<file path="src/rtl/vend_txn_ctrl_if.sv">
// ---------------------------------------------------------------------------
// vend_txn_ctrl_if
//   Bundles the keypad/coin front-end, the product dispenser handshake and
//   the change dispenser handshake of the vending transaction sequencer.
//
//   Front end -> controller : sel_valid, sel_product[1:0], coin_valid,
//                             coin_val[1:0], cancel
//   Controller -> front end : coin_reject, credit[4:0], timeout, busy
//   Product dispenser       : vend_valid/vend_product[1:0] out, vend_ready in
//   Change dispenser        : chg_valid out, chg_ready in
//
//   master : the environment driving the controller (front end + dispensers)
//   slave  : the controller itself
// ---------------------------------------------------------------------------
interface vend_txn_ctrl_if;
    logic       sel_valid;
    logic [1:0] sel_product;
    logic       coin_valid;
    logic [1:0] coin_val;
    logic       cancel;
    logic       coin_reject;
    logic [4:0] credit;
    logic       vend_valid;
    logic [1:0] vend_product;
    logic       vend_ready;
    logic       chg_valid;
    logic       chg_ready;
    logic       timeout;
    logic       busy;

    modport master (
        output sel_valid, sel_product, coin_valid, coin_val, cancel,
               vend_ready, chg_ready,
        input  coin_reject, credit, vend_valid, vend_product, chg_valid,
               timeout, busy
    );

    modport slave (
        input  sel_valid, sel_product, coin_valid, coin_val, cancel,
               vend_ready, chg_ready,
        output coin_reject, credit, vend_valid, vend_product, chg_valid,
               timeout, busy
    );
endinterface

</file>
<file path="src/rtl/vend_txn_ctrl.sv">
// ---------------------------------------------------------------------------
// vend_txn_ctrl
//   Transaction sequencer for the vending datapath. Latches a product
//   selection, accumulates 5/10-unit coins, requests a vend once credit
//   covers the price, then pays change back one 5-unit coin at a time.
//   A cancel or an inactivity timeout in COLLECT refunds the whole credit.
//
// Ports
//   clk    : rising-edge clock
//   rst_n  : asynchronous active-low reset (all state and outputs to 0)
//   bus    : vend_txn_ctrl_if.slave
//            in : sel_valid, sel_product, coin_valid, coin_val, cancel,
//                 vend_ready, chg_ready
//            out: coin_reject, credit, vend_valid, vend_product, chg_valid,
//                 timeout, busy (all registered)
// ---------------------------------------------------------------------------
module vend_txn_ctrl #(
    parameter int unsigned PRICE0      = 5,
    parameter int unsigned PRICE1      = 10,
    parameter int unsigned PRICE2      = 15,
    parameter int unsigned PRICE3      = 20,
    parameter int unsigned MAX_CREDIT  = 30,
    parameter int unsigned TIMEOUT_CYC = 255
) (
    input logic            clk,
    input logic            rst_n,
    vend_txn_ctrl_if.slave bus
);

    localparam int TMR_W = $clog2(TIMEOUT_CYC + 1);

    typedef enum logic [1:0] {
        S_IDLE    = 2'd0,
        S_COLLECT = 2'd1,
        S_VEND    = 2'd2,
        S_CHANGE  = 2'd3
    } state_e;

    state_e           state_q, state_d;
    logic [4:0]       credit_q, credit_d;
    logic [4:0]       remaining_q, remaining_d;
    logic [TMR_W-1:0] timer_q, timer_d;
    logic [1:0]       product_q, product_d;

    logic             coin_reject_q, coin_reject_d;
    logic             vend_valid_q, vend_valid_d;
    logic             chg_valid_q, chg_valid_d;
    logic             timeout_q, timeout_d;
    logic             busy_q, busy_d;

    // Coin code to value; illegal codes map to 0 so they can never be accepted.
    function automatic logic [4:0] coin_units(input logic [1:0] code);
        case (code)
            2'b01:   return 5'd5;
            2'b10:   return 5'd10;
            default: return 5'd0;
        endcase
    endfunction

    function automatic logic [4:0] price_of(input logic [1:0] prod);
        case (prod)
            2'd0:    return 5'(PRICE0);
            2'd1:    return 5'(PRICE1);
            2'd2:    return 5'(PRICE2);
            default: return 5'(PRICE3);
        endcase
    endfunction

    logic [4:0] coin_amt;
    logic [5:0] credit_sum;   // one extra bit so the ceiling check cannot wrap
    logic [4:0] price;
    logic       coin_accept;
    logic       timer_expire;
    logic       vend_hs;
    logic       chg_hs;

    assign coin_amt    = coin_units(bus.coin_val);
    assign credit_sum  = {1'b0, credit_q} + {1'b0, coin_amt};
    assign price       = price_of(product_q);

    // Cancel has priority over a coin offered in the same cycle.
    assign coin_accept = (state_q == S_COLLECT) && bus.coin_valid &&
                         (coin_amt != 5'd0) && !bus.cancel &&
                         (credit_sum <= 6'(MAX_CREDIT));

    // Fires on the TIMEOUT_CYC-th consecutive COLLECT cycle without an
    // accepted coin; cancel in that same cycle takes the refund path silently.
    assign timer_expire = (state_q == S_COLLECT) && !bus.cancel && !coin_accept &&
                          (timer_q == TMR_W'(TIMEOUT_CYC - 1));

    assign vend_hs = vend_valid_q && bus.vend_ready;
    assign chg_hs  = chg_valid_q && bus.chg_ready;

    // State and datapath registers
    always_ff @(posedge clk or negedge rst_n) begin
        if (!rst_n) begin
            state_q       <= S_IDLE;
            credit_q      <= '0;
            remaining_q   <= '0;
            timer_q       <= '0;
            product_q     <= '0;
            coin_reject_q <= 1'b0;
            vend_valid_q  <= 1'b0;
            chg_valid_q   <= 1'b0;
            timeout_q     <= 1'b0;
            busy_q        <= 1'b0;
        end else begin
            state_q       <= state_d;
            credit_q      <= credit_d;
            remaining_q   <= remaining_d;
            timer_q       <= timer_d;
            product_q     <= product_d;
            coin_reject_q <= coin_reject_d;
            vend_valid_q  <= vend_valid_d;
            chg_valid_q   <= chg_valid_d;
            timeout_q     <= timeout_d;
            busy_q        <= busy_d;
        end
    end

    // Next-state and datapath update
    always_comb begin
        state_d     = state_q;
        credit_d    = credit_q;
        remaining_d = remaining_q;
        timer_d     = timer_q;
        product_d   = product_q;

        unique case (state_q)
            S_IDLE: begin
                if (bus.sel_valid) begin
                    product_d = bus.sel_product;
                    credit_d  = '0;
                    timer_d   = '0;
                    state_d   = S_COLLECT;
                end
            end

            S_COLLECT: begin
                if (bus.cancel || timer_expire) begin
                    remaining_d = credit_q;
                    credit_d    = '0;
                    timer_d     = '0;
                    state_d     = (credit_q != 5'd0) ? S_CHANGE : S_IDLE;
                end else if (coin_accept) begin
                    credit_d = credit_sum[4:0];
                    timer_d  = '0;
                    if (credit_sum >= {1'b0, price}) begin
                        state_d = S_VEND;
                    end
                end else begin
                    timer_d = timer_q + TMR_W'(1);
                end
            end

            S_VEND: begin
                if (vend_hs) begin
                    remaining_d = credit_q - price;
                    credit_d    = '0;
                    state_d     = (credit_q != price) ? S_CHANGE : S_IDLE;
                end
            end

            S_CHANGE: begin
                if (chg_hs) begin
                    remaining_d = remaining_q - 5'd5;
                    if (remaining_q == 5'd5) begin
                        state_d = S_IDLE;
                    end
                end
            end

            default: state_d = S_IDLE;
        endcase
    end

    // Registered outputs follow the state being entered, so vend_valid and
    // chg_valid drop in the same edge that completes their final handshake.
    always_comb begin
        coin_reject_d = bus.coin_valid && !coin_accept;
        vend_valid_d  = (state_d == S_VEND);
        chg_valid_d   = (state_d == S_CHANGE);
        timeout_d     = timer_expire;
        busy_d        = (state_d != S_IDLE);
    end

    assign bus.coin_reject  = coin_reject_q;
    assign bus.credit       = credit_q;
    assign bus.vend_valid   = vend_valid_q;
    assign bus.vend_product = product_q;
    assign bus.chg_valid    = chg_valid_q;
    assign bus.timeout      = timeout_q;
    assign bus.busy         = busy_q;

endmodule

</file>
<file path="src/flat_wrapper.sv">
// flat-port wrapper written by rule: the top's interface ports become plain ports
module vend_txn_ctrl_flat 
#(
    parameter int unsigned PRICE0      = 5,
    parameter int unsigned PRICE1      = 10,
    parameter int unsigned PRICE2      = 15,
    parameter int unsigned PRICE3      = 20,
    parameter int unsigned MAX_CREDIT  = 30,
    parameter int unsigned TIMEOUT_CYC = 255
)
  (clk, rst_n, bus_sel_valid, bus_sel_product, bus_coin_valid, bus_coin_val, bus_cancel, bus_vend_ready, bus_chg_ready, bus_coin_reject, bus_credit, bus_vend_valid, bus_vend_product, bus_chg_valid, bus_timeout, bus_busy);
  vend_txn_ctrl_if bus_i ();
  input logic clk;
  input logic rst_n;
  input wire logic [$bits(bus_i.sel_valid)-1:0] bus_sel_valid;
  input wire logic [$bits(bus_i.sel_product)-1:0] bus_sel_product;
  input wire logic [$bits(bus_i.coin_valid)-1:0] bus_coin_valid;
  input wire logic [$bits(bus_i.coin_val)-1:0] bus_coin_val;
  input wire logic [$bits(bus_i.cancel)-1:0] bus_cancel;
  input wire logic [$bits(bus_i.vend_ready)-1:0] bus_vend_ready;
  input wire logic [$bits(bus_i.chg_ready)-1:0] bus_chg_ready;
  output wire logic [$bits(bus_i.coin_reject)-1:0] bus_coin_reject;
  output wire logic [$bits(bus_i.credit)-1:0] bus_credit;
  output wire logic [$bits(bus_i.vend_valid)-1:0] bus_vend_valid;
  output wire logic [$bits(bus_i.vend_product)-1:0] bus_vend_product;
  output wire logic [$bits(bus_i.chg_valid)-1:0] bus_chg_valid;
  output wire logic [$bits(bus_i.timeout)-1:0] bus_timeout;
  output wire logic [$bits(bus_i.busy)-1:0] bus_busy;
  assign bus_i.sel_valid = bus_sel_valid;
  assign bus_i.sel_product = bus_sel_product;
  assign bus_i.coin_valid = bus_coin_valid;
  assign bus_i.coin_val = bus_coin_val;
  assign bus_i.cancel = bus_cancel;
  assign bus_i.vend_ready = bus_vend_ready;
  assign bus_i.chg_ready = bus_chg_ready;
  assign bus_coin_reject = bus_i.coin_reject;
  assign bus_credit = bus_i.credit;
  assign bus_vend_valid = bus_i.vend_valid;
  assign bus_vend_product = bus_i.vend_product;
  assign bus_chg_valid = bus_i.chg_valid;
  assign bus_timeout = bus_i.timeout;
  assign bus_busy = bus_i.busy;
  vend_txn_ctrl #(.PRICE0(PRICE0), .PRICE1(PRICE1), .PRICE2(PRICE2), .PRICE3(PRICE3), .MAX_CREDIT(MAX_CREDIT), .TIMEOUT_CYC(TIMEOUT_CYC)) u_core (.clk(clk), .rst_n(rst_n), .bus(bus_i));
endmodule
</file>
<file path="config.mk">
export PLATFORM = sky130hd
export DESIGN_NAME = vend_txn_ctrl_flat
export DESIGN_NICKNAME = d
export VERILOG_FILES = /design/src/rtl/vend_txn_ctrl_if.sv /design/src/rtl/vend_txn_ctrl.sv /design/src/flat_wrapper.sv
export SDC_FILE = /design/constraint.sdc
export NUM_CORES = 1
export LEC_CHECK = 0
export ABC_AREA = 1
export CORE_ASPECT_RATIO = 2
export CORE_MARGIN = 2
export CORE_UTILIZATION = 55
export DETAILED_ROUTE_END_ITERATION = 6
export PLACE_DENSITY_LB_ADDON = 0.12
export SLEW_MARGIN = 10
export SYNTH_ARGS = -nofsm -noshare
export SYNTH_HDL_FRONTEND = slang
export SYNTH_SLANG_ARGS = --single-unit
</file>
<file path="constraint.sdc">
create_clock -name clk -period 2.9 [get_ports clk]
set_input_delay 0.87 -clock clk [delete_from_list [all_inputs] [get_ports clk]]
set_output_delay 0.87 -clock clk [all_outputs]
set_load 0.1 [all_outputs]
</file>
Word level (Yosys, flattened, before mapping)
Index checks and enable logic that the tools add are counted.
{"block": "classes", "addsub": 4, "order_cmp": 2, "n_eq_ne": 17, "muxes": 25, "n_reduce_logical": 25}
{"op": "one-hot mux 5 bit (3 select lines)", "count": 3}
{"op": "two-way mux 5 bit", "count": 7}
{"op": "two-way mux 8 bit", "count": 3}
{"op": "two-way mux 2 bit", "count": 9}
{"op": "one-hot mux 8 bit (2 select lines)", "count": 1}
{"op": "equality test 2 bit, second input constant", "count": 6}
{"op": "logical AND 1 bit", "count": 10}
{"op": "nonzero test 5 bit", "count": 2}
{"op": "adder 8 x 1 -> 8 bit, second input constant", "count": 1}
{"op": "equality test 8 bit, second input constant", "count": 1}
{"op": "one-hot mux 2 bit (4 select lines)", "count": 1}
{"op": "one-hot mux 4 bit (2 select lines)", "count": 1}
{"op": "AND reduction 4 bit", "count": 2}
{"op": "adder 5 x 4 -> 6 bit", "count": 1}
{"op": "equality test 2 x 1 -> 1 bit, second input constant", "count": 3}
{"op": "greater-or-equal comparator 6 x 5 -> 1 bit", "count": 1}
{"op": "less-or-equal comparator 6 x 5 -> 1 bit, second input constant", "count": 1}
{"op": "nonzero test 3 bit", "count": 2}
{"op": "equality test 5 x 3 -> 1 bit, second input constant", "count": 1}
{"op": "inequality test 5 bit", "count": 1}
{"op": "subtractor 5 x 3 -> 5 bit, second input constant", "count": 1}
{"op": "subtractor 5 bit", "count": 1}
{"op": "logical NOT 2 bit", "count": 2}
{"op": "inequality test 2 x 1 -> 1 bit, second input constant", "count": 2}
{"op": "other kinds (6)", "count": 10}
{"block": "word_totals", "regBits": 27, "in_bits": 11, "out_inout_bits": 12, "elab_cells": 83}

Longest topological paths before layout
Gate-level depths: netlist of the first run.
{"block": "depth", "ltp_word": 13, "mapped_depth": 25, "ltp_nobuf": 25}

Least setup slack after synthesis of the first run
Ideal clock, no wire load.
{"block": "synth_path", "kind": "register to register", "from": "reg u_core.credit_q[1] (netlist: u_core.bus.credit[1])", "to": "reg u_core.busy_q (netlist: u_core.bus.busy)", "setup_ns": 0.117, "arrival_time_ns": 2.782, "t_required_ns": 2.783, "slack_ns": 0.001, "stages_incl_launch_ff": 24, "path_buffers": 0, "synth_period_minus_slack_ns": 2.899, "path_cell_list": "dfrtp_1 > inv_1 > nand2_1 > nand2_1 > ha_1 > inv_1 > nand2_1 > inv_1 > nand2_1 > nand2_1 > inv_1 > ha_1 > nand2_1 > nand2_1 > nand2_1 > nand2_1 > nand2_1 > nand2_1 > nand3_1 > nand3_1 > nand2_1 > nand2_2 > inv_2 > nand2_1"}
{"block": "synth_between", "elab_chain_cells": 10, "word_cells_on_any_way": 18, "cone_classes": "add/sub (1); order compare (2); eq/ne (1); mux (7); reduce/logical (7)"}
{"item": "start, declared", "line_no": "vend_txn_ctrl.sv:40", "source": "logic [4:0] credit_q, credit_d;"}
{"item": "start signal, assigned", "line_no": "vend_txn_ctrl.sv:109", "source": "credit_q <= credit_d;"}
{"item": "adder 5 x 4 -> 6 bit", "line_no": "vend_txn_ctrl.sv:78", "source": "assign credit_sum = {1'b0, credit_q} + {1'b0, coin_amt};"}
{"item": "less-or-equal comparator 6 x 5 -> 1 bit", "line_no": "vend_txn_ctrl.sv:84", "source": "(credit_sum <= 6'(MAX_CREDIT));"}
{"item": "logical AND 1 bit", "line_no": "vend_txn_ctrl.sv:83", "source": "(coin_amt != 5'd0) && !bus.cancel &&"}
{"item": "logical NOT 1 bit", "line_no": "vend_txn_ctrl.sv:88", "source": "assign timer_expire = (state_q == S_COLLECT) && !bus.cancel && !coin_accept &&"}
{"item": "logical AND 1 bit (2 in series)", "line_no": "vend_txn_ctrl.sv:88"}
{"item": "logical OR 1 bit", "line_no": "vend_txn_ctrl.sv:140", "source": "if (bus.cancel || timer_expire) begin"}
{"item": "two-way mux 2 bit", "line_no": "vend_txn_ctrl.sv:140"}
{"item": "one-hot mux 2 bit (4 select lines) (*)", "line_no": "vend_txn_ctrl.sv:129", "source": "unique case (state_q)"}
{"item": "net u_core.state_d[1]", "line_no": "vend_txn_ctrl.sv:39", "source": "state_e state_q, state_d;"}
{"item": "nonzero test 2 bit (*)", "line_no": "vend_txn_ctrl.sv:184", "source": "busy_d = (state_d != S_IDLE);"}
{"item": "net u_core.busy_d", "line_no": "vend_txn_ctrl.sv:49", "source": "logic busy_q, busy_d;"}
{"item": "end signal, assigned", "line_no": "vend_txn_ctrl.sv:117", "source": "busy_q <= busy_d;"}
{"item": "end, declared", "line_no": "vend_txn_ctrl.sv:49"}
The timed path passes the listed nets; every way through them passes the cells marked *.
A chain may end at the register's enable or synchronous reset.

Worst setup path in the final report of the first run
{"block": "layout_path", "from": "in bus_coin_val[0]", "to": "reg u_core.vend_valid_q (netlist: u_core.bus.vend_valid)"}
{"block": "layout_between", "elab_chain_cells": 13, "word_cells_on_any_way": 19, "cone_classes": "add/sub (1); order compare (2); eq/ne (3); mux (5); reduce/logical (8)"}
{"item": "start, declared", "line_no": "flat_wrapper.sv:18", "source": "input wire logic [$bits(bus_i.coin_val)-1:0] bus_coin_val;"}
{"item": "equality test 2 bit / equality test 2 x 1 -> 1 bit (equally long branches)", "line_no": "vend_txn_ctrl.sv:53", "source": "case (code)"}
{"item": "one-hot mux 4 bit (2 select lines) (*)", "line_no": "vend_txn_ctrl.sv:53"}
{"item": "branches (longest 8 deep; another with adder 5 x 4 -> 6 bit)"}
{"item": "two-way mux 2 bit (*)", "line_no": "vend_txn_ctrl.sv:140"}
{"item": "one-hot mux 2 bit (4 select lines) (*)", "line_no": "vend_txn_ctrl.sv:129"}
{"item": "net u_core.state_d[1]", "line_no": "vend_txn_ctrl.sv:39"}
{"item": "equality test 2 bit (*)", "line_no": "vend_txn_ctrl.sv:181", "source": "vend_valid_d = (state_d == S_VEND);"}
{"item": "net u_core.vend_valid_d", "line_no": "vend_txn_ctrl.sv:46", "source": "logic vend_valid_q, vend_valid_d;"}
{"item": "end signal, assigned", "line_no": "vend_txn_ctrl.sv:114", "source": "vend_valid_q <= vend_valid_d;"}
{"item": "end, declared", "line_no": "vend_txn_ctrl.sv:46"}
Mark *: on every way through the listed nets, which the timed path passes.

==> impl_results.md, run 1 <==
- Status: finished, final reports clean
- TritonCTS Sinks: 27
- Peak supply drop: 0.715 mV
- Row count: 32
- Kind of critical path: in2reg
- Share of cells above drive strength 1: 25.9%
- Initial Utilization: 57.5%
- Maximum buffer depth of the clock tree: 2
- Clk_skew: 0.00582 ns
- Setup TNS: 0 ns
- I/O Buffers: 22
- Syn avg cell area: 7.27 sq um
- Worst setup margin: 0.195 ns
- DRT iter0 DRCs: 33
- Vias in the first global route: 2025
- Synth cell types: 32
- Worst Hold Depth: 2
- FF+latch count, synth: 27
- Clk root buf: clkbuf_8
- Hold WS: 0.499 ns
- Crit-path cells: clkbuf_2 -> inv_2 -> buf_4 -> buf_4 -> ha_2 -> nand2_2 -> inv_1 -> a21oi_2 -> nand3_1 -> nand2_2 -> inv_2 -> ha_1 -> nand2_1 -> nand2_1 -> nand2_1 -> nand2_1 -> nand3_2 -> nand3_2 -> nand2_2 -> nand2_2 -> inv_2 -> nor2_1
- Final Net Count: 382
- Skew-Pair Late Insertion Delay: 0.28 ns
- Ys async rst share: 100%
- WL/cell: 12.9 microns
- Die Wd: 48.8 microns
- Area Overhead vs Synth: 22.3%
- EDFF count, synth: 0
- Syn. warnings: 0
- Power Dens Cells: 924 nW/um^2
- Cells on worst reg2reg path: 23
- RSZ-0062 raised after global routing: false
- Adder-Cell Fraction of Synth Area: 13.4%
- Commonest cells after routing, fill and taps aside: nand2_1 (73), inv_1 (46), buf_4 (29)
- Htree depth: 1
- Vias/cell: 5.12
- Required time worst endpoint: 3.11 ns
- GR Util All Layers: 25.0%
- Dpl ws: -0.604 ns
- F_max: 370 MHz
- Final slew viol count: 0
- Fin. Hold Viols: 0
- Hold Crit Class: reg2reg
- Largest net degree at the start of global routing: 28
- TritonCTS clock tree: done
- FF-to-FF Start: u_core.bus.credit[1]$_DFFE_PN0P_
- Hold_sp: u_core.remaining_q[1]$_DFFE_PN0P_
- Diodes inserted: 0
- Mapped Area: 2210 sq um
- CP Capture Type: flop
- R2r endpoint: u_core.bus.busy$_DFF_PN0_
- Chip height: 93.6 microns
- Synthesized Nets: 338
- Max Cap Viol: 0
- Final RePlAce weighted congestion: 0.816
- Post-DP HPWL: 4120 microns
- Final setup violation count: 0
- Slowest cell on the critical path: ha_1
- Leakage: 1.42 nW
- CP max FO: 3
- Compound-gate portion of the synthesized area: 10.3%
- Slew @ Worst Pin: 0.365 ns
- Crit share post-route: 93.3%
- Total grt overflow: 0
- Max incr delay on CP: 0.27 ns
- Post-synthesis simple-gate area fraction: 31.5%
- Most common cell after layout, fill and taps aside: nand2_1
- R2R setup slack: 0.37 ns
- Largest family of logic cells by synthesized area: simple AND/OR/NAND/NOR gates
- Final min period: 2.70 ns
- Post-Synth XOR/XNOR Area: 3.57%
- WHS Endpoint: u_core.remaining_q[1]$_DFFE_PN0P_
- First-pass GRT wire length: 8710 microns
- Placed Area: 2580 sq um
- Via Count: 2038
- Clk slew on worst S/H paths: 0.10 ns
- Worst Path Arrival: 2.92 ns
- # DRC: 0
- Design area: 2700 sq um
- TritonRoute pass-1 iters: 4
- Startpoint Class: input port
- Area of the core: 3840 sq um
- Cts bufs inserted: 3
- Gate count of the mapped netlist: 304
- I/O pin count: 23
- DIE AREA: 4570 sq um
- Slew HR: 75.6%
- Total Wirelength: 5150 microns
- Prevailing post-synth register cell: dfrtp_1
- Antenna-violating nets left: 0
- Mux share of post-synthesis cell area: 0%
- Initial antenna violation count: 0
- Sequential share of the synthesized area: 30.6%
==> critical path: cells and delay by family <==
kind | cells | cell delay, ns
buffers and inverters | 7 | 0.55
AND/OR/NAND/NOR | 12 | 0.88
adder cells (fa/ha/maj) | 2 | 0.46
AO/OA/AOI/OAI | 1 | 0.14
==> state kept, by name, indices dropped and copies added (netlist names) <==
register	cells
u_core.bus.busy	1
u_core.remaining_q	5
u_core.bus.chg_valid	1
u_core.bus.vend_valid	1
u_core.bus.timeout	1
u_core.bus.coin_reject	1
u_core.timer_q	8
u_core.bus.credit	5
u_core.state_q	2
u_core.bus.vend_product	2
==> synth_stat cells, types with 2 or more instances <==
| cell | instances | area share, % |
|---|---|---|
| nand4_1 | 4 | 1.1 |
| nor2_1 | 26 | 4.4 |
| inv_2 | 7 | 1.2 |
| nor3_2 | 2 | 0.91 |
| o21ai_0 | 7 | 1.6 |
| nand2_2 | 7 | 2.0 |
| nor3_1 | 2 | 0.45 |
| nor2_4 | 3 | 1.5 |
| nand2_4 | 2 | 1.0 |
| nand3_2 | 4 | 1.8 |
| o21ai_4 | 2 | 1.5 |
| a21oi_1 | 11 | 2.5 |
| ha_1 | 22 | 12 |
| dfrtp_1 | 27 | 31 |
| o22ai_1 | 3 | 0.85 |
| o21ai_1 | 8 | 1.8 |
| nand2_1 | 81 | 14 |
| nand3_1 | 13 | 2.9 |
| xnor2_1 | 3 | 1.2 |
| xor2_1 | 6 | 2.4 |
| inv_1 | 53 | 9.0 |
==> power by group <==
group	internal, mW	leakage (nW)	switching (mW)
clock network	0.0978	0.0217	0.127
registers	0.478	0.353	0.120
logic	0.537	1.04	1.14
==> cell type report <==
class,count,area (sq um)
tap,51,63.8
timing repair buffer,40,319
fill,359,1140
sequential,27,676
multi-input combinational,216,1370
inverter,60,225
clock buffer,3,41.3
clock inverter,1,7.51
==> stage by stage <==
step                power (mW)  utilization, %  std cells
floorplan                 1.85               -        304
global placement          2.21            67.1        393
detailed placement        2.24            67.1        393
CTS                       2.49            69.2        398
global route              2.72            70.3        398
finish                    2.50            70.3        398
==> cells by family (layout without fill, tap and decap cells) <==
kind of cell / after synthesis / after routing
AND/OR/NAND/NOR: 147 / 147
buffers and inverters: 61 / 104
AO/OA/AOI/OAI: 37 / 37
flip-flops: 27 / 27
adder cells (fa/ha/maj): 23 / 23
XOR/XNOR: 9 / 9
==> worst max path at each step <==
| stage | start | to | slack [ns] | cells after the start |
|---|---|---|---|---|
| after global placement | bus_coin_val[0] | u_core.bus.busy$_DFF_PN0_ | -0.53 | 25 |
| after detailed placement | bus_coin_val[0] | u_core.bus.busy$_DFF_PN0_ | -0.60 | 25 |
| final | bus_coin_val[0] | u_core.bus.vend_valid$_DFF_PN0_ | 0.20 | 22 |
| after CTS | bus_coin_val[1] | u_core.bus.busy$_DFF_PN0_ | 0.01 | 24 |
| after floorplan | u_core.bus.credit[1]$_DFFE_PN0P_ | u_core.bus.busy$_DFF_PN0_ | 0.0006 | 23 |
| after global routing | bus_coin_val[1] | u_core.bus.busy$_DFF_PN0_ | 0.02 | 21 |
==> routing by layer <==
metal	track usage, %	vias up	wire length [microns]
li1	-	1032	-
met5	0	-	0
met4	14.3	0	235
met2	50.1	42	2960
met3	1.60	16	110
met1	24.0	948	1850
==> repair_timing <==
action                                 CTS  global route
setup endpoints to repair               23            14
endpoints found under the hold margin    0             0
cloned                                   0             0
hold buffers                             0             0
setup buffers                            1             0
pin swaps                               13             7
resized for setup                       13            20
No activity file was read; power rests on OpenSTA's default activity.
==> run 2, diff against run 1 <==
--- a/config.mk
+++ b/config.mk
@@ -15,3 +15,4 @@
 export SYNTH_ARGS = -nofsm -noshare
 export SYNTH_HDL_FRONTEND = slang
 export SYNTH_SLANG_ARGS = --single-unit
+export TNS_END_PERCENT = 30
==> constraint.sdc (replaced) <==
create_clock -name clk -period 2.9 [get_ports clk]
set_input_delay 0.87 -clock clk [delete_from_list [all_inputs] [get_ports clk]]
set_output_delay 0.87 -clock clk [all_outputs]
set_load 0.05 [all_outputs]
==> run 2 against run 1 <==
  * First-iteration DRC count is 6.1% higher
  * Clock-buffer cell count stayed put
  * Global-route usage is 0.14 points lower
  * Core utilization is 0.52 points higher
  * Largest cell class unchanged
  * Highest routed layer unchanged
==> impl_results.md, run 2 (synthesized netlist as in run 1, its figures left out) <==
- Crit path buffers/inverters: 6 (-1)
- Fill cells: 348 (-3.1%)
- Slew HR: 66.1% (-9.6 points)
- Final setup violation count: 0 (unchanged)
- Skew-Pair Late Insertion Delay: 0.28 ns (about the same)
- Crit path to: u_core.bus.busy$_DFF_PN0_
- Hold Crit Class: reg2reg
- I/O pin count: 23 (unchanged)
- Power Dens Cells: 850 nW/um^2 (-8.1%)
- Max Cap Viol: 0 (unchanged)
- Initial antenna violation count: 0 (unchanged)
- Cells on worst reg2reg path: 23 (unchanged)
- Met2 usage: 49.3% (-0.80 points)
- Clk slew on worst S/H paths: 0.10 ns (about the same)
- Fin. Hold Viols: 0 (unchanged)
- Required time worst endpoint: 3.08 ns (-0.03 ns)
- # DRC: 0 (unchanged)
- Final min period: 2.69 ns (-0.0175 ns)
- Delay-heaviest family, CP: simple AND/OR/NAND/NOR gates
- TritonCTS clock tree: done
- Final slew viol count: 0 (unchanged)
- TritonRoute pass-1 iters: 4 (unchanged)
- R2R setup slack: 0.37 ns (about the same)
- Chip height: 93.6 microns (unchanged)
- Cts bufs inserted: 3 (unchanged)
- Total grt overflow: 0 (unchanged)
- RSZ-0062 raised after global routing: false
- F_max: 372 MHz (+0.65%)
- Area of the multi-input gates: 1370 sq um (-0.18%)
- Crit share post-route: 92.7% (-0.60 points)
- Crit. path cell count: 24 (+9.1%)
- Commonest cells after routing, fill and taps aside: nand2_1 (75), inv_1 (48), dfrtp_1 (27)
- Met1 usage in global routing: 23.3% (-0.75 points)
- Power consumption: 2.31 mW (-7.4%)
- Startpoint Class: input port
- DRT iter0 DRCs: 35 (+6.1%)
- GR Util All Layers: 24.8% (-0.14 points)
- Share of cells above drive strength 1: 20.8% (-5.1 points)
- Global-route track usage on met3: 1.92% (+0.32 points)
- DIE AREA: 4570 sq um (unchanged)
- Largest net degree at the start of global routing: 28 (unchanged)
- Antenna-violating nets left: 0 (unchanged)
- Worst Path Arrival: 2.86 ns (-0.06 ns)
- Final Net Count: 381 (-0.26%)
- CTS Hold Buffers Added: 0 (unchanged)
- Slew @ Worst Pin: 0.508 ns (+0.142 ns)
- Area Overhead vs Synth: 23.2%
- First-pass GRT wire length: 8790 microns (+0.87%)
- Clk_skew: 0.00608 ns (+0.000260 ns)
- Status: finished, final reports clean
- Vias in the first global route: 2112 (+4.3%)
- Die Wd: 48.8 microns (unchanged)
- CP startpoint: bus_coin_val[1]
- Maximum buffer depth of the clock tree: 2 (unchanged)
- Hold WS: 0.498 ns (-0.000642 ns)
- Post-DP HPWL: 4190 microns (+1.7%)
- Most common cell after layout, fill and taps aside: nand2_1
- Vias/cell: 5.24 (+2.3%)
- Crit-path cells: clkbuf_2 -> inv_1 -> ha_4 -> nand2_2 -> inv_2 -> ha_2 -> inv_2 -> nand2_2 -> nand2_2 -> nand2_2 -> inv_2 -> ha_1 -> nand2_1 -> nand2_1 -> nand2_1 -> nand2_1 -> nand2_1 -> nand2_1 -> nand3_2 -> nand3_2 -> nand2_1 -> nand2_2 -> inv_2 -> nand2_1
- CP Capture Type: flop
- Diodes inserted: 0 (unchanged)
- Biggest register: u_core.timer_q
- Leakage: 1.40 nW (-1.3%)
- Slowest cell on the critical path: ha_1
- Largest register FFs: 8 (unchanged)
- CP max FO: 3 (unchanged)
- Clk root buf: clkbuf_8
- Row count: 32 (unchanged)
- WL/cell: 13.2 microns (+2.4%)
- Initial Utilization: 57.5% (unchanged)
- Critical path's most frequent cell: nand2_1
- Area of the core: 3840 sq um (unchanged)
- R2r endpoint: u_core.bus.busy$_DFF_PN0_
- Total Wirelength: 5260 microns (+2.1%)
- FF-to-FF Start: u_core.bus.credit[1]$_DFFE_PN0P_
- Register area: 676 sq um (unchanged)
- Layer with the highest usage: met2
- Final RePlAce weighted congestion: 0.848 (+3.8%)
- Max incr delay on CP: 0.26 ns (about the same)
- TritonCTS Sinks: 27 (unchanged)
- Via Count: 2080 (+2.1%)
- Htree depth: 1 (unchanged)
- Kind of critical path: in2reg
- I/O Buffers: 22 (unchanged)
- Peak supply drop: 0.583 mV (-19%)
-- run 2: area by class of cell --
| class | count | area share [%] |
|---|---|---|
| Clock buffer | 3 | 1.52 |
| Clock inverter | 1 | 0.276 |
| Inverter | 60 | 8.27 |
| Multi-Input combinational cell | 216 | 50.2 |
| Sequential cell | 27 | 24.8 |
| Tap cell | 51 | 2.34 |
| Timing Repair Buffer | 39 | 12.5 |
-- run 2: worst min-delay path: stages (launching register included) --
cell,delay [ns]
dfrtp_1,0.36
nand2_1,0.05
o21ai_1,0.06
-- run 2: stage by stage --
step | instances | setup TNS, ns | util, % | area (sq um) | worst slack, ns
3_3_place_gp | 391 | -9.17 | 67.5 | 2590 | -0.519
5_1_grt | 397 | 0 | 70.8 | 2720 | 0.0441
2_1_floorplan | 304 | 0 | - | 2210 | 0.0802
3_5_place_dp | 391 | -9.76 | 67.5 | 2590 | -0.572
6_report | 397 | 0 | 70.8 | 2720 | 0.213
4_1_cts | 396 | 0 | 69.4 | 2670 | 0.00631
-- run 2: routing by layer --
| metal | share of wire (%) | vias to the layer above |
|---|---|---|
| li1 | - | 1035 |
| met1 | 36 | 969 |
| met2 | 57 | 56 |
| met3 | 2.8 | 20 |
| met4 | 4.7 | 0 |
| met5 | 0 | - |
-- run 2: where the power goes --
part | switching (mW) | leakage, nW | internal [mW] | total, mW
sequential | 0.119 | 0.353 | 0.478 | 0.597
clock | 0.125 | 0.0217 | 0.0976 | 0.222
combinational | 0.959 | 1.02 | 0.535 | 1.49
-- run 2: how the worst min path moves through the flow --
stage                                             end                               from  slack, ns  cells past startpoint
floorplan           u_core.remaining_q[1]$_DFFE_PN0P_  u_core.remaining_q[1]$_DFFE_PN0P_       0.46                      2
global placement    u_core.remaining_q[1]$_DFFE_PN0P_  u_core.remaining_q[1]$_DFFE_PN0P_       0.48                      2
detailed placement  u_core.remaining_q[1]$_DFFE_PN0P_  u_core.remaining_q[1]$_DFFE_PN0P_       0.48                      2
CTS                 u_core.remaining_q[1]$_DFFE_PN0P_  u_core.remaining_q[1]$_DFFE_PN0P_       0.50                      2
global route        u_core.remaining_q[1]$_DFFE_PN0P_  u_core.remaining_q[1]$_DFFE_PN0P_       0.56                      2
finish              u_core.remaining_q[1]$_DFFE_PN0P_  u_core.remaining_q[1]$_DFFE_PN0P_       0.50                      2
-- run 2: timing repair --
item,CTS,global route
setup endpoints to repair,23,23
pin swaps,6,14
gates resized for setup,9,19
setup buffers,1,1
==> run 3, diff against run 2 <==
--- a/config.mk
+++ b/config.mk
@@ -10,9 +10,9 @@
 export CORE_MARGIN = 2
 export CORE_UTILIZATION = 55
 export DETAILED_ROUTE_END_ITERATION = 6
-export PLACE_DENSITY_LB_ADDON = 0.12
+export PLACE_DENSITY = 0.78
 export SLEW_MARGIN = 10
 export SYNTH_ARGS = -nofsm -noshare
 export SYNTH_HDL_FRONTEND = slang
 export SYNTH_SLANG_ARGS = --single-unit
-export TNS_END_PERCENT = 30
+export TNS_END_PERCENT = 1
==> run 3 against run 2 <==
  * Wire length fell by 0.84%
  * Final area fell by 0.87%
  * Non-clock buffer count up 1
  * Clock skew down 0.0038 ns
  * Hold slack got worse by 0.0021 ns
  * Clock-buffer cell count did not move
  * Core utilization shrank 0.62 points
  * Clock power is 3% lower
  * Die area is the same
  * Final cell count rose by 0.25%
  * Sequential power shrank 0.8%
  * Critical path type unchanged
  * Critical endpoint unchanged
  * Largest power group unchanged
==> impl_results.md, run 3 (synthesized netlist as in run 1, its figures left out) <==
- DP Cell Count: 392 (+0.26%)
- Peak supply drop: 0.568 mV (-2.5%)
- Total Wirelength: 5210 microns (-0.84%)
- Final slew viol count: 0 (unchanged)
- Initial antenna violation count: 0 (unchanged)
- Max Cap Viol: 0 (unchanged)
- Final RePlAce weighted congestion: 0.833 (-1.7%)
- Slew HR: 65.9% (-0.16 points)
- Status: finished, final reports clean
- Crit. path cell count: 26 (+8.3%)
- Placed Area: 2600 sq um (+0.29%)
- Kind of critical path: in2reg
- Final Net Count: 382 (+0.26%)
- I/O Buffers: 22 (unchanged)
- Hold Crit Class: reg2reg
- CP max FO: 3 (unchanged)
- Leakage: 1.40 nW (+0.31%)
- Required time worst endpoint: 3.07 ns (about the same)
- Dpl ws: -0.565 ns (+0.00716 ns)
- First-pass GRT wire length: 8820 microns (+0.32%)
- Clk_skew: 0.00223 ns (-0.00385 ns)
- Most common cell after layout, fill and taps aside: nand2_1
- Vias/cell: 5.21 (-0.49%)
- Biggest register: u_core.timer_q
- Slowest cell on the critical path: ha_1
- Largest net degree at the start of global routing: 28 (unchanged)
- Cells on worst reg2reg path: 23 (unchanged)
- Clk root buf: clkbuf_8
- Worst setup margin: 0.123 ns (-0.0900 ns)
- Worst Hold Depth: 2 (unchanged)
- Initial Utilization: 57.5% (unchanged)
- # DRC: 0 (unchanged)
- TritonRoute pass-1 iters: 4 (unchanged)
- Die Wd: 48.8 microns (unchanged)
- Via Count: 2075 (-0.24%)
- Share of cells above drive strength 1: 20.2% (-0.64 points)
- Vias in the first global route: 2108 (-0.19%)
- DIE AREA: 4570 sq um (unchanged)
- Area of the core: 3840 sq um (unchanged)
- Row count: 32 (unchanged)
- TritonCTS clock tree: done
- Largest register FFs: 8 (unchanged)
- Post-Layout Cell Count: 398 (+0.25%)
- Maximum buffer depth of the clock tree: 2 (unchanged)
- Post-DP HPWL: 4130 microns (-1.6%)
- F_max: 360 MHz (-3.2%)
- Clk slew on worst S/H paths: 0.09 ns (about the same)
- Max incr delay on CP: 0.26 ns (about the same)
- Area Overhead vs Synth: 22.1%
- Crit path buffers/inverters: 7 (+1)
- GR Util All Layers: 24.5% (-0.34 points)
- Antenna-violating nets left: 0 (unchanged)
- Slew @ Worst Pin: 0.510 ns (+0.00241 ns)
- Skew-Pair Late Insertion Delay: 0.27 ns (about the same)
- Delay-heaviest family, CP: simple AND/OR/NAND/NOR gates
- Final setup violation count: 0 (unchanged)
- DRT iter0 DRCs: 57 (+63%)
- Diodes inserted: 0 (unchanged)
- Cts bufs inserted: 3 (unchanged)
- Worst Path Arrival: 2.95 ns (+0.09 ns)
- Total grt overflow: 0 (unchanged)
- Startpoint Class: input port
- Commonest cells after routing, fill and taps aside: nand2_1 (74), inv_1 (50), dfrtp_1 (27)
- WL/cell: 13.1 microns (-1.1%)
- Fin. Hold Viols: 0 (unchanged)
- Final min period: 2.78 ns (+0.0900 ns)
- Htree depth: 1 (unchanged)
- Critical path's most frequent cell: nand2_1
- CP Capture Type: flop
- Chip height: 93.6 microns (unchanged)
- Power Dens Cells: 859 nW/um^2 (+1.1%)
- I/O pin count: 23 (unchanged)
- TritonCTS Sinks: 27 (unchanged)
- Design area: 2700 sq um (-0.87%)
- Crit share post-route: 95.8% (+3.1 points)
[run 3: worst reg2reg max path, delay by kind of cell (launching register included)]
family	cells	cell delay (ns)
fa+ha+maj	2	0.42
buf+inv	5	0.39
flops	1	0.57
simple gates	16	1.05
[run 3: path summary, 6_finish.rpt]
path,start,endpoint,slack (ns)
max,bus_coin_val[0],u_core.bus.busy$_DFF_PN0_,0.12
min,u_core.remaining_q[1]$_DFFE_PN0P_,u_core.remaining_q[1]$_DFFE_PN0P_,0.50
max reg2reg,u_core.bus.credit[1]$_DFFE_PN0P_,u_core.bus.busy$_DFF_PN0_,0.38
min reg2reg,u_core.remaining_q[1]$_DFFE_PN0P_,u_core.remaining_q[1]$_DFFE_PN0P_,0.50
max in group asynchronous,rst_n,u_core.timer_q[5]$_DFFE_PN0P_,1.68
min in group asynchronous,rst_n,u_core.remaining_q[1]$_DFFE_PN0P_,0.96
[run 3: where the power goes]
group | total, mW | internal [mW] | switching [mW]
clock network | 0.215 | 0.0963 | 0.119
logic | 1.51 | 0.544 | 0.967
registers | 0.592 | 0.478 | 0.113
[run 3: metal layers]
metal  share of wire [%]  global-route usage (%)  wire length, microns
met4                 5.5                    15.7                   285
met3                 2.6                    1.44                   137
met2                  55                    47.7                  2870
met5                   0                       0                     0
met1                  37                    24.2                  1920
[run 3: cell type report]
type | instances | area, sq um
Inverter | 60 | 225
Fill cell | 351 | 1140
Sequential cell | 27 | 676
Tap cell | 51 | 63.8
Timing Repair Buffer | 40 | 345
Multi-Input combinational cell | 216 | 1340
Clock inverter | 1 | 5.00
Clock buffer | 3 | 41.3
[run 3: timing repair]
action / in CTS / in global routing
setup endpoints to repair: 23 / 23
gates resized for setup: 8 / 14
pin swaps: 3 / 6
hold buffers: 0 / 0
buffers inserted: 1 / 1
[run 3: through the flow]
step	TNS [ns]	utilization, %	hold WS (ns)	power, mW
after floorplan	0	-	0.459	1.69
after global placement	-8.10	67.7	0.474	2.04
after detailed placement	-10.07	67.7	0.478	2.07
after CTS	0	69.4	0.502	2.31
after global routing	-0.0708	70.2	0.573	2.53
final	0	70.2	0.496	2.32
